[config.mk]
export PLATFORM = sky130hd
export DESIGN_NAME = load_align_unit
export DESIGN_NICKNAME = d
export VERILOG_FILES = /design/src/rtl/load_align_unit_pkg.sv /design/src/rtl/load_align_unit_extract.sv /design/src/rtl/load_align_unit.sv
export SDC_FILE = /design/constraint.sdc
export NUM_CORES = 1
export LEC_CHECK = 0
export ABC_CLOCK_PERIOD_IN_PS = 5200
export BUFFER_PORTS_ARGS = -buffer_cell sky130_fd_sc_hd__buf_2
export CAP_MARGIN = 20
export CORE_MARGIN = 2
export CORE_UTILIZATION = 59
export CTS_CLUSTER_DIAMETER = 150
export DETAILED_ROUTE_END_ITERATION = 10
export HOLD_SLACK_MARGIN = 0.06
export PLACE_DENSITY = 0.95
export SYNTH_ARGS = -nofsm -noshare
export SYNTH_HDL_FRONTEND = slang
export SYNTH_SLANG_ARGS = --single-unit
[constraint.sdc]
create_clock -name clk -period 5.2 [get_ports clk]
set_input_delay 1.56 -clock clk [delete_from_list [all_inputs] [get_ports clk]]
set_output_delay 1.56 -clock clk [all_outputs]
set_load 0.05 [all_outputs]
[src/rtl/load_align_unit_pkg.sv]
`default_nettype none
// ============================================================================
//  Module      : cpu_defs (package)
//  Description : Load opcode encodings, load-unit FSM state encoding and
//                small opcode decode helpers shared by the load/store paths.
//  Revision    : 1.0 - initial release
// ============================================================================
package cpu_defs;

    localparam int MEM_OP_WIDTH = 3;

    localparam logic [MEM_OP_WIDTH-1:0] MEM_LB  = 3'd0;
    localparam logic [MEM_OP_WIDTH-1:0] MEM_LH  = 3'd1;
    localparam logic [MEM_OP_WIDTH-1:0] MEM_LW  = 3'd2;
    localparam logic [MEM_OP_WIDTH-1:0] MEM_LD  = 3'd3;
    localparam logic [MEM_OP_WIDTH-1:0] MEM_LBU = 3'd4;
    localparam logic [MEM_OP_WIDTH-1:0] MEM_LHU = 3'd5;
    localparam logic [MEM_OP_WIDTH-1:0] MEM_LWU = 3'd6;

    localparam int STATE_WIDTH = 3;

    localparam logic [STATE_WIDTH-1:0] ST_IDLE  = 3'd0;
    localparam logic [STATE_WIDTH-1:0] ST_REQ0  = 3'd1;
    localparam logic [STATE_WIDTH-1:0] ST_WAIT0 = 3'd2;
    localparam logic [STATE_WIDTH-1:0] ST_REQ1  = 3'd3;
    localparam logic [STATE_WIDTH-1:0] ST_WAIT1 = 3'd4;
    localparam logic [STATE_WIDTH-1:0] ST_RESP  = 3'd5;

    typedef enum logic [STATE_WIDTH-1:0] {
        IDLE  = ST_IDLE,
        REQ0  = ST_REQ0,
        WAIT0 = ST_WAIT0,
        REQ1  = ST_REQ1,
        WAIT1 = ST_WAIT1,
        RESP  = ST_RESP
    } lau_state_e;

    // Access size in bytes; 0 marks an undefined opcode.
    function automatic logic [3:0] mem_op_size(input logic [MEM_OP_WIDTH-1:0] op);
        case (op)
            MEM_LB, MEM_LBU: mem_op_size = 4'd1;
            MEM_LH, MEM_LHU: mem_op_size = 4'd2;
            MEM_LW, MEM_LWU: mem_op_size = 4'd4;
            MEM_LD:          mem_op_size = 4'd8;
            default:         mem_op_size = 4'd0;
        endcase
    endfunction

endpackage
`default_nettype wire

[src/rtl/load_align_unit_extract.sv]
`default_nettype none
// ============================================================================
//  Module      : load_extract
//  Description : Selects the addressed byte/half/word/double out of a
//                two-beat window and sign- or zero-extends it to XLEN.
//  Revision    : 1.0 - initial release
// ============================================================================
module load_extract
    import cpu_defs::*;
#(
    parameter int XLEN = 32
) (
    input  logic [2*XLEN-1:0]         beats,
    input  logic [$clog2(XLEN/8)-1:0] off,
    input  logic [MEM_OP_WIDTH-1:0]   op,
    output logic [XLEN-1:0]           result
);

    logic [XLEN-1:0] w_shifted;

    // Bring the addressed byte down to bit 0 of the {hi,lo} window.
    assign w_shifted = XLEN'(beats >> {off, 3'b000});

    // Size selection and extension; LD only reaches here when XLEN is 64.
    always_comb begin
        result = '0;
        case (op)
            MEM_LB:  result = XLEN'($signed(w_shifted[7:0]));
            MEM_LH:  result = XLEN'($signed(w_shifted[15:0]));
            MEM_LW:  result = XLEN'($signed(w_shifted[31:0]));
            MEM_LD:  result = w_shifted;
            MEM_LBU: result = XLEN'(w_shifted[7:0]);
            MEM_LHU: result = XLEN'(w_shifted[15:0]);
            MEM_LWU: result = XLEN'(w_shifted[31:0]);
            default: result = '0;
        endcase
    end

endmodule
`default_nettype wire

[src/rtl/load_align_unit.sv]
`default_nettype none
// ============================================================================
//  Module      : load_align_unit
//  Description : Load path between execute and the data bus. Issues one or
//                two aligned reads per load, extracts and extends the result
//                and hands it to write-back over a valid/ready port.
//  Revision    : 1.0 - initial release
// ============================================================================
module load_align_unit
    import cpu_defs::*;
#(
    parameter int XLEN     = 32,
    parameter bit SPLIT_EN = 1'b1,
    parameter int RD_W     = 5
) (
    input  logic                    clk,
    input  logic                    rst,
    input  logic                    ld_valid,
    output logic                    ld_ready,
    input  logic [MEM_OP_WIDTH-1:0] ld_op,
    input  logic [XLEN-1:0]         ld_addr,
    input  logic [RD_W-1:0]         ld_rd,
    output logic                    mem_req,
    input  logic                    mem_gnt,
    output logic [XLEN-1:0]         mem_addr,
    input  logic                    mem_rvalid,
    input  logic [XLEN-1:0]         mem_rdata,
    input  logic                    mem_err,
    output logic                    wb_valid,
    input  logic                    wb_ready,
    output logic [RD_W-1:0]         wb_rd,
    output logic [XLEN-1:0]         wb_data,
    output logic                    wb_fault
);

    localparam int BYTES = XLEN / 8;
    localparam int OFF_W = $clog2(BYTES);

    lau_state_e r_state;
    lau_state_e w_state_next;

    logic [MEM_OP_WIDTH-1:0] r_op;
    logic [XLEN-1:0]         r_addr;
    logic [RD_W-1:0]         r_rd;
    logic [XLEN-1:0]         r_lo;

    logic [3:0]      w_in_size;
    logic            w_in_illegal;
    logic            w_in_misaligned;
    logic [3:0]      w_r_size;
    logic            w_cross;
    logic [XLEN-1:0] w_base;
    logic            w_latch_req;
    logic            w_capture_lo;
    logic            w_enter_resp;
    logic            w_fault;
    logic [XLEN-1:0] w_ext_lo;
    logic [XLEN-1:0] w_ext_hi;
    logic [XLEN-1:0] w_ext;

    // Incoming request decode: undefined codes and 64-bit ops on a 32-bit bus are illegal.
    assign w_in_size       = mem_op_size(ld_op);
    assign w_in_illegal    = (w_in_size == 4'd0) ||
                             ((XLEN == 32) && ((ld_op == MEM_LD) || (ld_op == MEM_LWU)));
    assign w_in_misaligned = (ld_addr[3:0] & (w_in_size - 4'd1)) != 4'd0;

    // Latched request: does it spill into the next bus word?
    assign w_r_size = mem_op_size(r_op);
    assign w_cross  = (int'(r_addr[OFF_W-1:0]) + int'(w_r_size)) > BYTES;
    assign w_base   = {r_addr[XLEN-1:OFF_W], {OFF_W{1'b0}}};

    assign ld_ready = (r_state == IDLE);

    load_extract #(
        .XLEN (XLEN)
    ) u_extract (
        .beats  ({w_ext_hi, w_ext_lo}),
        .off    (r_addr[OFF_W-1:0]),
        .op     (r_op),
        .result (w_ext)
    );

    // State register.
    always_ff @(posedge clk) begin
        if (rst) begin
            r_state <= IDLE;
        end else begin
            r_state <= w_state_next;
        end
    end

    // Next-state, bus outputs and datapath strobes; beat data is fed to the
    // extractor straight from the bus on the cycle it arrives.
    always_comb begin
        w_state_next = r_state;
        w_latch_req  = 1'b0;
        w_capture_lo = 1'b0;
        w_enter_resp = 1'b0;
        w_fault      = 1'b0;
        mem_req      = 1'b0;
        mem_addr     = '0;
        w_ext_lo     = r_lo;
        w_ext_hi     = '0;
        case (r_state)
            IDLE: begin
                if (ld_valid) begin
                    w_latch_req = 1'b1;
                    if (w_in_illegal || (w_in_misaligned && !SPLIT_EN)) begin
                        w_state_next = RESP;
                        w_enter_resp = 1'b1;
                        w_fault      = 1'b1;
                    end else begin
                        w_state_next = REQ0;
                    end
                end
            end
            REQ0: begin
                mem_req  = 1'b1;
                mem_addr = w_base;
                if (mem_gnt) w_state_next = WAIT0;
            end
            WAIT0: begin
                w_ext_lo = mem_rdata;
                if (mem_rvalid) begin
                    w_capture_lo = 1'b1;
                    if (mem_err) begin
                        w_state_next = RESP;
                        w_enter_resp = 1'b1;
                        w_fault      = 1'b1;
                    end else if (w_cross) begin
                        w_state_next = REQ1;
                    end else begin
                        w_state_next = RESP;
                        w_enter_resp = 1'b1;
                    end
                end
            end
            REQ1: begin
                mem_req  = 1'b1;
                mem_addr = w_base + XLEN'(BYTES);
                if (mem_gnt) w_state_next = WAIT1;
            end
            WAIT1: begin
                w_ext_hi = mem_rdata;
                if (mem_rvalid) begin
                    w_state_next = RESP;
                    w_enter_resp = 1'b1;
                    w_fault      = mem_err;
                end
            end
            RESP: begin
                if (wb_ready) w_state_next = IDLE;
            end
            default: w_state_next = IDLE;
        endcase
    end

    // Request latch, first-beat buffer and registered write-back outputs.
    always_ff @(posedge clk) begin
        if (rst) begin
            r_op     <= '0;
            r_addr   <= '0;
            r_rd     <= '0;
            r_lo     <= '0;
            wb_valid <= 1'b0;
            wb_data  <= '0;
            wb_rd    <= '0;
            wb_fault <= 1'b0;
        end else begin
            if (w_latch_req) begin
                r_op   <= ld_op;
                r_addr <= ld_addr;
                r_rd   <= ld_rd;
            end
            if (w_capture_lo) r_lo <= mem_rdata;
            if (w_enter_resp) begin
                wb_valid <= 1'b1;
                wb_fault <= w_fault;
                wb_data  <= w_fault ? '0 : w_ext;
                wb_rd    <= w_latch_req ? ld_rd : r_rd;
            end else if ((r_state == RESP) && wb_ready) begin
                wb_valid <= 1'b0;
            end
        end
    end

endmodule
`default_nettype wire
# Word level (Yosys, flattened, before mapping)
# Index checks and enable logic that the tools add are counted.
# word_totals
wordCells	88
regBits	114
out_inout_bits	73
input_bits	79
# classes
n_reduce_logical	17
magnitude_cmp	1
n_shift	1
add_sub_neg	2
mux	35
n_eq_ne	23
# op_table
cell	count
$pmux 32 s5	1
$mux 32	3
$pmux 32 s2	1
$shr 64x5->32	1
$add 32x3->32 const B	1
$pmux 4 s4	2
$mux 3	9
$eq 3x3->1 const B	8
$eq 3x2->1 const B	6
$pmux 3 s6	1
$mux 1	15
$reduce_or 2->1	7
$ne 2x2->1 const B	6
$eq 3x1->1 const B	3
$logic_not 3->1	3
$pmux 1 s3	2
$reduce_and 6->1	1
$add 2x4->5	1
$gt 5x3->1 const B	1
$mux 5	1
$logic_not 4->1	1
$reduce_or 3->1	1
$logic_or 1x1->1	2
$reduce_bool 2->1	1
$logic_and 1x1->1	1

# Longest topological paths before layout
# Gate-level depths: netlist of the first run.
# depth
ltp_word	10
depth_mapped	13
depth_no_buf	9

# Hierarchy
# From an unflattened synthesis of the first run, not the netlist that was laid out.
# unflattened
hier_cells	852
area_unflattened_um2	7262.0
# modules_own_cells
module	area_per_inst_um2	cells_each	n_inst	seq_area_each_um2
load_align_unit	6017.0	740	1	2282.2
load_extract	1244.9	112	1	0.0

# Least setup slack after synthesis of the first run
# No wires, ideal clock.
# synth_timing
path_type	register to output
start	register r_state[1]
end	output mem_addr[30]
t_required_ps	3640
n_path_buf	2
setup_slack_ps	1323
arrival_time_ps	2317
path_stages_with_launch	8
path_cell_list	dfxtp_1 > buf_4 > buf_2 > nand2_1 > nor4_2 > nand4_1 > xor2_1 > nor2_1
# synth_between
elab_chain_cells	2
word_cells_on_any_way	3
classes_between	eq/ne (2); mux (1)
# synth_rtl
element	line	source
from (decl)	load_align_unit.sv:39	lau_state_e r_state;
from (signal assigned)	load_align_unit.sv:88	r_state <= w_state_next;
$eq 3x2->1 / $eq 3x1->1 (equally long branches)	load_align_unit.sv:104	case (r_state)
$pmux 32 s2 *	load_align_unit.sv:104	
to (decl)	load_align_unit.sv:25	output logic [XLEN-1:0] mem_addr,
# Every way passes the cells marked *; elsewhere a longest branch is shown, timed or not.

# Worst setup path after layout of the first run
# layout_timing
start	register r_addr[4]
end	output mem_addr[24]
# layout_between
elab_chain_cells	2
# layout_rtl
element	line	source
from (decl)	load_align_unit.sv:43	logic [XLEN-1:0] r_addr;
from (signal assigned)	load_align_unit.sv:172	r_addr <= ld_addr;
$add 32x3->32	load_align_unit.sv:140	mem_addr = w_base + XLEN'(BYTES);
$pmux 32 s2	load_align_unit.sv:104	
# Every way passes these cells.

==> flow_summary.yaml, run 1 <==
logic_synthesis:
  synthTopCellsByCount: "nand2_1 (180), dfxtp_1 (114), a21oi_1 (87)"
  ys_warn_count: 0
  avgSynthCellArea_sq_um: 8.12
  ys_seq_area_frac: 0.353
  synthTopCellsByArea: "dfxtp_1 (35%), nand2_1 (10%), mux2i_1 (7.1%), a21oi_1 (6.7%), mux4_2 (5.2%)"
  synthCells: 796
  synthArstFlopShare: 0
  syn_area_sq_um: 6460
  synth-edff-count: 0
  synth_flop_cell: "dfxtp_1"
  synth_largest_area_cell: "dfxtp_1"
  yosysUniqueCellTypes: 60
  synth-seq-cells: 114
  yosysTopAreaCellShare: 0.353
  synth_most_common_cell: "nand2_1"
routing:
  wl_met2_mm: 9.05
  routed_wl_mm: 19.3
  drt_iter0_markers: 902
  firstDrtPassIters: 6
  avgViaCountPerCell: 6.34
  num_vias: 6751
  highest_layer: "met4"
  drtAntennaViolNets: 0
  wl_met1_mm: 7.38
  routed-wl-met3_mm: 2.05
  drc_errors: 0
  detail_route.wl_per_cell_um: 18.1
global_route:
  grt_overflow: 0
  grt_pass1_wl_mm: 29.3
  grt_max_degree: 76
  grt_use_total: 0.316
  antenna_found_initial: 3
  grt_pass1_vias: 5993
sta:
  fin_crit_ns: 4.38
  fmax_mhz: 228
  period_share: 0.842
  slew_headroom: 0.211
  setup_violations: 0
  setup_tns_ns: 0
  fin_skew_ns: 0.0109
  worst_pin_slew_ns: 1.18
  slew_violations: 0
  report.final.hold_viol_count: 0
  rsz0062_at_grt: "false"
clocking:
  cts_hold_buf: 0
  cts.sinks: 114
  root_buffer: "clkbuf_8"
  clock_latency_ns: 0.52
  postCtsSetupBuffers: 0
  cts_buffer_depth: 2
  ctsResizeCount: 0
  cts_tree: "yes"
  clk_pin_slew_ns: 0.05
  h-tree-depth: 4
  numCtsBuffers: 17
floorplan:
  io_pins: 152
  initial_core_util: 0.601
  placeableCoreArea_sq_um: 10700
  die_area_sq_um: 11800
  fp.dieW_um: 109
  die_h_um: 109
  rows: 38
run:
  max_cap_viol_count: 0
hold_path:
  min_path_type: "reg2reg"
  min_to: "r_lo[2]$_SDFFE_PP0P_"
  min-delay-start: "r_lo[2]$_SDFFE_PP0P_"
  hold_depth: 2
setup_path:
  arrival_ns: 2.82
  crit-reg2reg-launch: "r_addr[0]$_SDFFE_PP0P_"
  required_ns: 3.64
  rr_worst_depth: 9
  path_class: "reg2out"
  reg2reg_setup_slack_ns: 1.58
  worstPathMaxFanout: 10
  cp-start-kind: "flop"
  r2r-end: "wb_data[26]$_SDFFE_PP0P_"
  end_kind: "primary output"
power_and_ir_drop:
  vdd_drop_max_uv: 229
  leakagePower_nw: 2.91
  p_total_mw: 2.62
  power.density_nw_per_um2: 337
cells_and_area:
  n_fill_cell: 778
  drive_gt1_frac: 0.240
  multiInputGateArea_sq_um: 3820
  synthToLayoutAreaGrowth_pct: 20.4
  seqCellArea_sq_um: 2280
  nets: 992
placed_design:
  portBuffers: 149
  gp_congestion: 0.919
  dpl.hpwl_mm: 12.6
outcome:
  status: "complete, no violations"
==> per-stage QoR <==
stage | worst slack [ns] | std cells | hold slack [ns] | area [sq um] | util
after floorplan | 1.32 | 797 | 0.433 | 6460 | -
after global placement | 1.36 | 1028 | 0.439 | 7160 | 0.666
after detailed placement | 1.30 | 1028 | 0.446 | 7160 | 0.666
after CTS | 0.872 | 1060 | 0.453 | 7720 | 0.718
after global routing | 0.632 | 1064 | 0.468 | 7780 | 0.724
final | 0.820 | 1065 | 0.453 | 7780 | 0.724
==> kinds of logic after synthesis <==
group | Yosys count | share of synthesized area
other | 1 | 0.000581
AOI/OAI and AO/OA | 186 | 0.189
DFF | 114 | 0.353
muxes | 63 | 0.127
adders and majority gates | 4 | 0.00891
xor gates and xnor gates | 26 | 0.0352
and+or+nand+nor | 317 | 0.228
buffers and inverters | 85 | 0.0573
==> flip-flops by register name, indices dropped and copies added (netlist names) <==
name,count
r_addr,32
r_lo,32
r_op,3
r_rd,5
r_state,3
wb_data,32
wb_fault,1
wb_rd,5
wb_valid,1
==> layer usage <==
| layer | vias to the layer above | GRT usage |
|---|---|---|
| li1 | 3093 | - |
| met1 | 3148 | 0.401 |
| met2 | 425 | 0.512 |
| met3 | 85 | 0.0813 |
| met4 | 0 | 0.136 |
| met5 | - | 0 |
==> final cells by class <==
cell class,instances,area share
Antenna cell,3,0.000965
Clock buffer,23,0.0613
Clock inverter,9,0.0103
Inverter,17,0.00820
Multi-Input combinational cell,598,0.491
Sequential cell,114,0.294
Tap cell,140,0.0225
Timing Repair Buffer,161,0.113
==> critical path: stages, from the launching register on <==
cell and delay, ns:
dfxtp_1 0.45, nand4_1 0.22, nor4_2 0.85, nand4_1 0.20, xor2_1 0.19, nor2_1 0.11
buf_2 0.30
==> worst max path at each step <==
stage,startpoint,end
floorplan,r_state[1]$_SDFFE_PP0P_,mem_addr[30]
global placement,ld_op[0],wb_data[22]$_SDFFE_PP0P_
detailed placement,ld_op[0],wb_data[22]$_SDFFE_PP0P_
CTS,r_addr[4]$_SDFFE_PP0P_,mem_addr[30]
global route,r_addr[4]$_SDFFE_PP0P_,mem_addr[30]
finish,r_addr[4]$_SDFFE_PP0P_,mem_addr[24]
==> where the power goes <==
group	internal, mW	switching [mW]	leakage [nW]
Clock	0.680	0.411	0.266
Combinational	0.184	0.370	1.72
Sequential	0.919	0.0558	0.926
Total	1.78	0.837	2.91
==> cell usage in the layout, fill, tap and decap left out, types with 7 or more instances in the layout <==
master,count
nand2_1,180
buf_2,149
dfxtp_1,113
a21oi_1,87
mux2i_1,46
nor2_1,35
nand3_1,30
nor3_1,21
inv_1,17
xor2_1,16
clkbuf_16,16
mux4_2,15
xnor2_1,10
nand4_1,10
buf_4,10
a31oi_1,9
a211oi_1,9
o2111ai_1,8
o211ai_1,8
o221ai_1,8
o22ai_1,8
a32o_1,8
and3_1,7
o2bb2ai_1,7
No activity file was read; power rests on OpenSTA's default activity.
==> run 2, diff against run 1 <==
- ABC_AREA: not set -> 1
- ABC_CLOCK_PERIOD_IN_PS: 5200 -> 3600
- CORE_UTILIZATION: 59 -> 50
- PLACE_DENSITY: 0.95 -> 0.85
- clock period: 5.2 -> 3.6 ns (I/O delays scaled with it)
==> run 2 against run 1 <==
Cell area rose by 7.2%. Worst setup slack got worse by 0.67 ns. Power rose to 2.6 times the previous value. Synthesized area rose by 8.9%. Sequential cell count did not move. Critical path type unchanged. Largest cell class unchanged. Register-to-register slack got worse by 0.94 ns.
==> flow_summary.yaml, run 2 <==
outcome:
  status: "complete, no violations"
global_route:
  grt_pass1_vias: 7083
  grt_use_total: 0.298
  grt_pass1_wl_mm: 34.9
  antenna_found_initial: 0
  grt_max_degree: 83
  grt_overflow: 0
placed_design:
  gp_congestion: 0.930
  dpl.hpwl_mm: 15.6
  dp_cells: 1355
  portBuffers: 149
logic_synthesis:
  synth-edff-count: 0
  synthCells: 1084
  ys_seq_area_frac: 0.325
  synth-seq-cells: 114
  yosysUniqueCellTypes: 48
  synth_flop_cell: "dfxtp_1"
  synthTopCellsByCount: "nand2_1 (251), nand3_1 (135), a21oi_1 (120)"
  ys_warn_count: 0
  yosysTopAreaCellShare: 0.325
  avgSynthCellArea_sq_um: 6.49
  synthArstFlopShare: 0
  synthTopCellsByArea: "dfxtp_1 (32%), nand2_1 (13%), nand3_1 (9.6%), a21oi_1 (8.5%), o21ai_0 (5.6%)"
  syn_area_sq_um: 7030
  synth_largest_area_cell: "dfxtp_1"
  synth_most_common_cell: "nand2_1"
power_and_ir_drop:
  p_total_mw: 6.78
  leakagePower_nw: 3.72
  power.density_nw_per_um2: 813
  vdd_drop_max_uv: 431
routing:
  routed_wl_mm: 22.0
  drt_iter0_markers: 863
  avgViaCountPerCell: 5.65
  num_vias: 7852
  drc_errors: 0
  drtAntennaViolNets: 0
  firstDrtPassIters: 6
  detail_route.wl_per_cell_um: 15.9
setup_path:
  crit-reg2reg-launch: "r_op[1]$_SDFFE_PP0P_"
  startpoint: "r_addr[2]$_SDFFE_PP0P_"
  worstPathMaxFanout: 4
  arrival_ns: 2.37
  reg2reg_setup_slack_ns: 0.64
  rr_worst_depth: 13
  end_kind: "primary output"
  required_ns: 2.52
  path_class: "reg2out"
  cp-start-kind: "flop"
  r2r-end: "wb_data[16]$_SDFFE_PP0P_"
sta:
  slew_violations: 0
  worst_pin_slew_ns: 0.971
  holdWs_ns: 0.459
  slew_headroom: 0.352
  report.final.hold_viol_count: 0
  setup_violations: 0
  fmax_mhz: 290
  fin_skew_ns: 0.00652
  fin_crit_ns: 3.45
  period_share: 0.958
  setup_tns_ns: 0
cells_and_area:
  nets: 1278
  drive_gt1_frac: 0.206
  final_cell_mix: "nand2_1 (249), buf_2 (145), nand3_1 (134)"
  finalNonFillerCells: 1389
  top_regs: "r_addr x32, r_lo x32, wb_data x32"
  final_common_cell: "nand2_1"
  synthToLayoutAreaGrowth_pct: 18.6
floorplan:
  placeableCoreArea_sq_um: 13800
  rows: 43
  die_area_sq_um: 15000
  die_h_um: 123
  initial_core_util: 0.509
  fp.dieW_um: 123
  io_pins: 152
clocking:
  cts_hold_buf: 0
  h-tree-depth: 4
  cts.sinks: 114
  clk_pin_slew_ns: 0.06
  cts_tree: "yes"
  numCtsBuffers: 17
  root_buffer: "clkbuf_16"
  clock_latency_ns: 0.42
  cts_buffer_depth: 2
hold_path:
  min_to: "wb_rd[4]$_SDFFE_PP0P_"
  min_path_type: "reg2reg"
  min-delay-start: "wb_rd[4]$_SDFFE_PP0P_"
  hold_depth: 1
run:
  max_cap_viol_count: 0
## run 2: changes by cell type after synthesis, sizes merged, moves of 9 or more
cell    delta
nand3    +109
inv       +94
nand2     +88
o21ai     +78
a21oi     +44
mux2i     -42
nor2      +28
mux4      -15
xor2      -12
xnor2     -10
a211oi     +9
nor3       -9
## run 2: cells by family (layout without fill, tap and decap cells)
family	after synthesis	count (layout)	synth area share
muxes	4	4	0.00569
xor gates and xnor gates	4	4	0.00498
DFF	114	114	0.325
and+or+nand+nor	503	503	0.323
other	1	3	0.000533
buffers and inverters	184	307	0.117
AOI/OAI and AO/OA	270	270	0.216
adders and majority gates	4	4	0.00819
## run 2: area by class of cell
| type | count | area [sq um] |
|---|---|---|
| Timing Repair Buffer | 163 | 861 |
| Multi-Input combinational cell | 787 | 3960 |
| Fill cell | 1294 | 5480 |
| Antenna cell | 1 | 2.50 |
| Clock inverter | 15 | 159 |
| Clock buffer | 17 | 425 |
| Tap cell | 180 | 225 |
| Inverter | 112 | 423 |
| Sequential cell | 114 | 2280 |
## run 2: worst max path at each step
stage | end | slack (ns) | depth (start not counted)
global placement | mem_addr[30] | 0.55 | 12
finish | mem_addr[30] | 0.15 | 12
floorplan | mem_addr[10] | 0.23 | 7
CTS | mem_addr[30] | 0.04 | 12
detailed placement | mem_addr[30] | 0.51 | 12
global route | mem_addr[24] | -0.03 | 10
## run 2: report_power, final
part	internal (mW)	switching, mW	total (mW)
clock network	1.02	0.648	1.67
registers	1.56	0.238	1.80
logic	0.875	2.44	3.31
total	3.46	3.32	6.78
## run 2: critical path: stages, from the launching register on
cell,delay [ns]
dfxtp_2,0.35
ha_1,0.20
nand3_1,0.10
nor2_1,0.14
nand2_1,0.14
nor2_2,0.20
nand3_2,0.14
inv_1,0.10
nand3_1,0.09
nor2_1,0.10
nor2_1,0.04
a21oi_1,0.14
buf_4,0.22
## run 2: layer usage
layer | share of wire | GRT usage | wire length [um]
met1 | 0.41 | 0.372 | 8980
met2 | 0.48 | 0.493 | 10500
met3 | 0.078 | 0.0586 | 1710
met4 | 0.036 | 0.139 | 794
met5 | 0 | 0 | 0
## run 2: what timing repair did
action,CTS,global route
setup buffers,0,1
resized for setup,0,15
endpoints found under the setup margin,0,12
## run 2: metrics by stage
step	utilization	setup slack, ns	area (sq um)
floorplan	-	0.229	7040
global placement	0.558	0.554	7710
detailed placement	0.558	0.508	7710
CTS	0.600	0.0442	8300
global route	0.603	-0.0293	8340
finish	0.603	0.153	8340
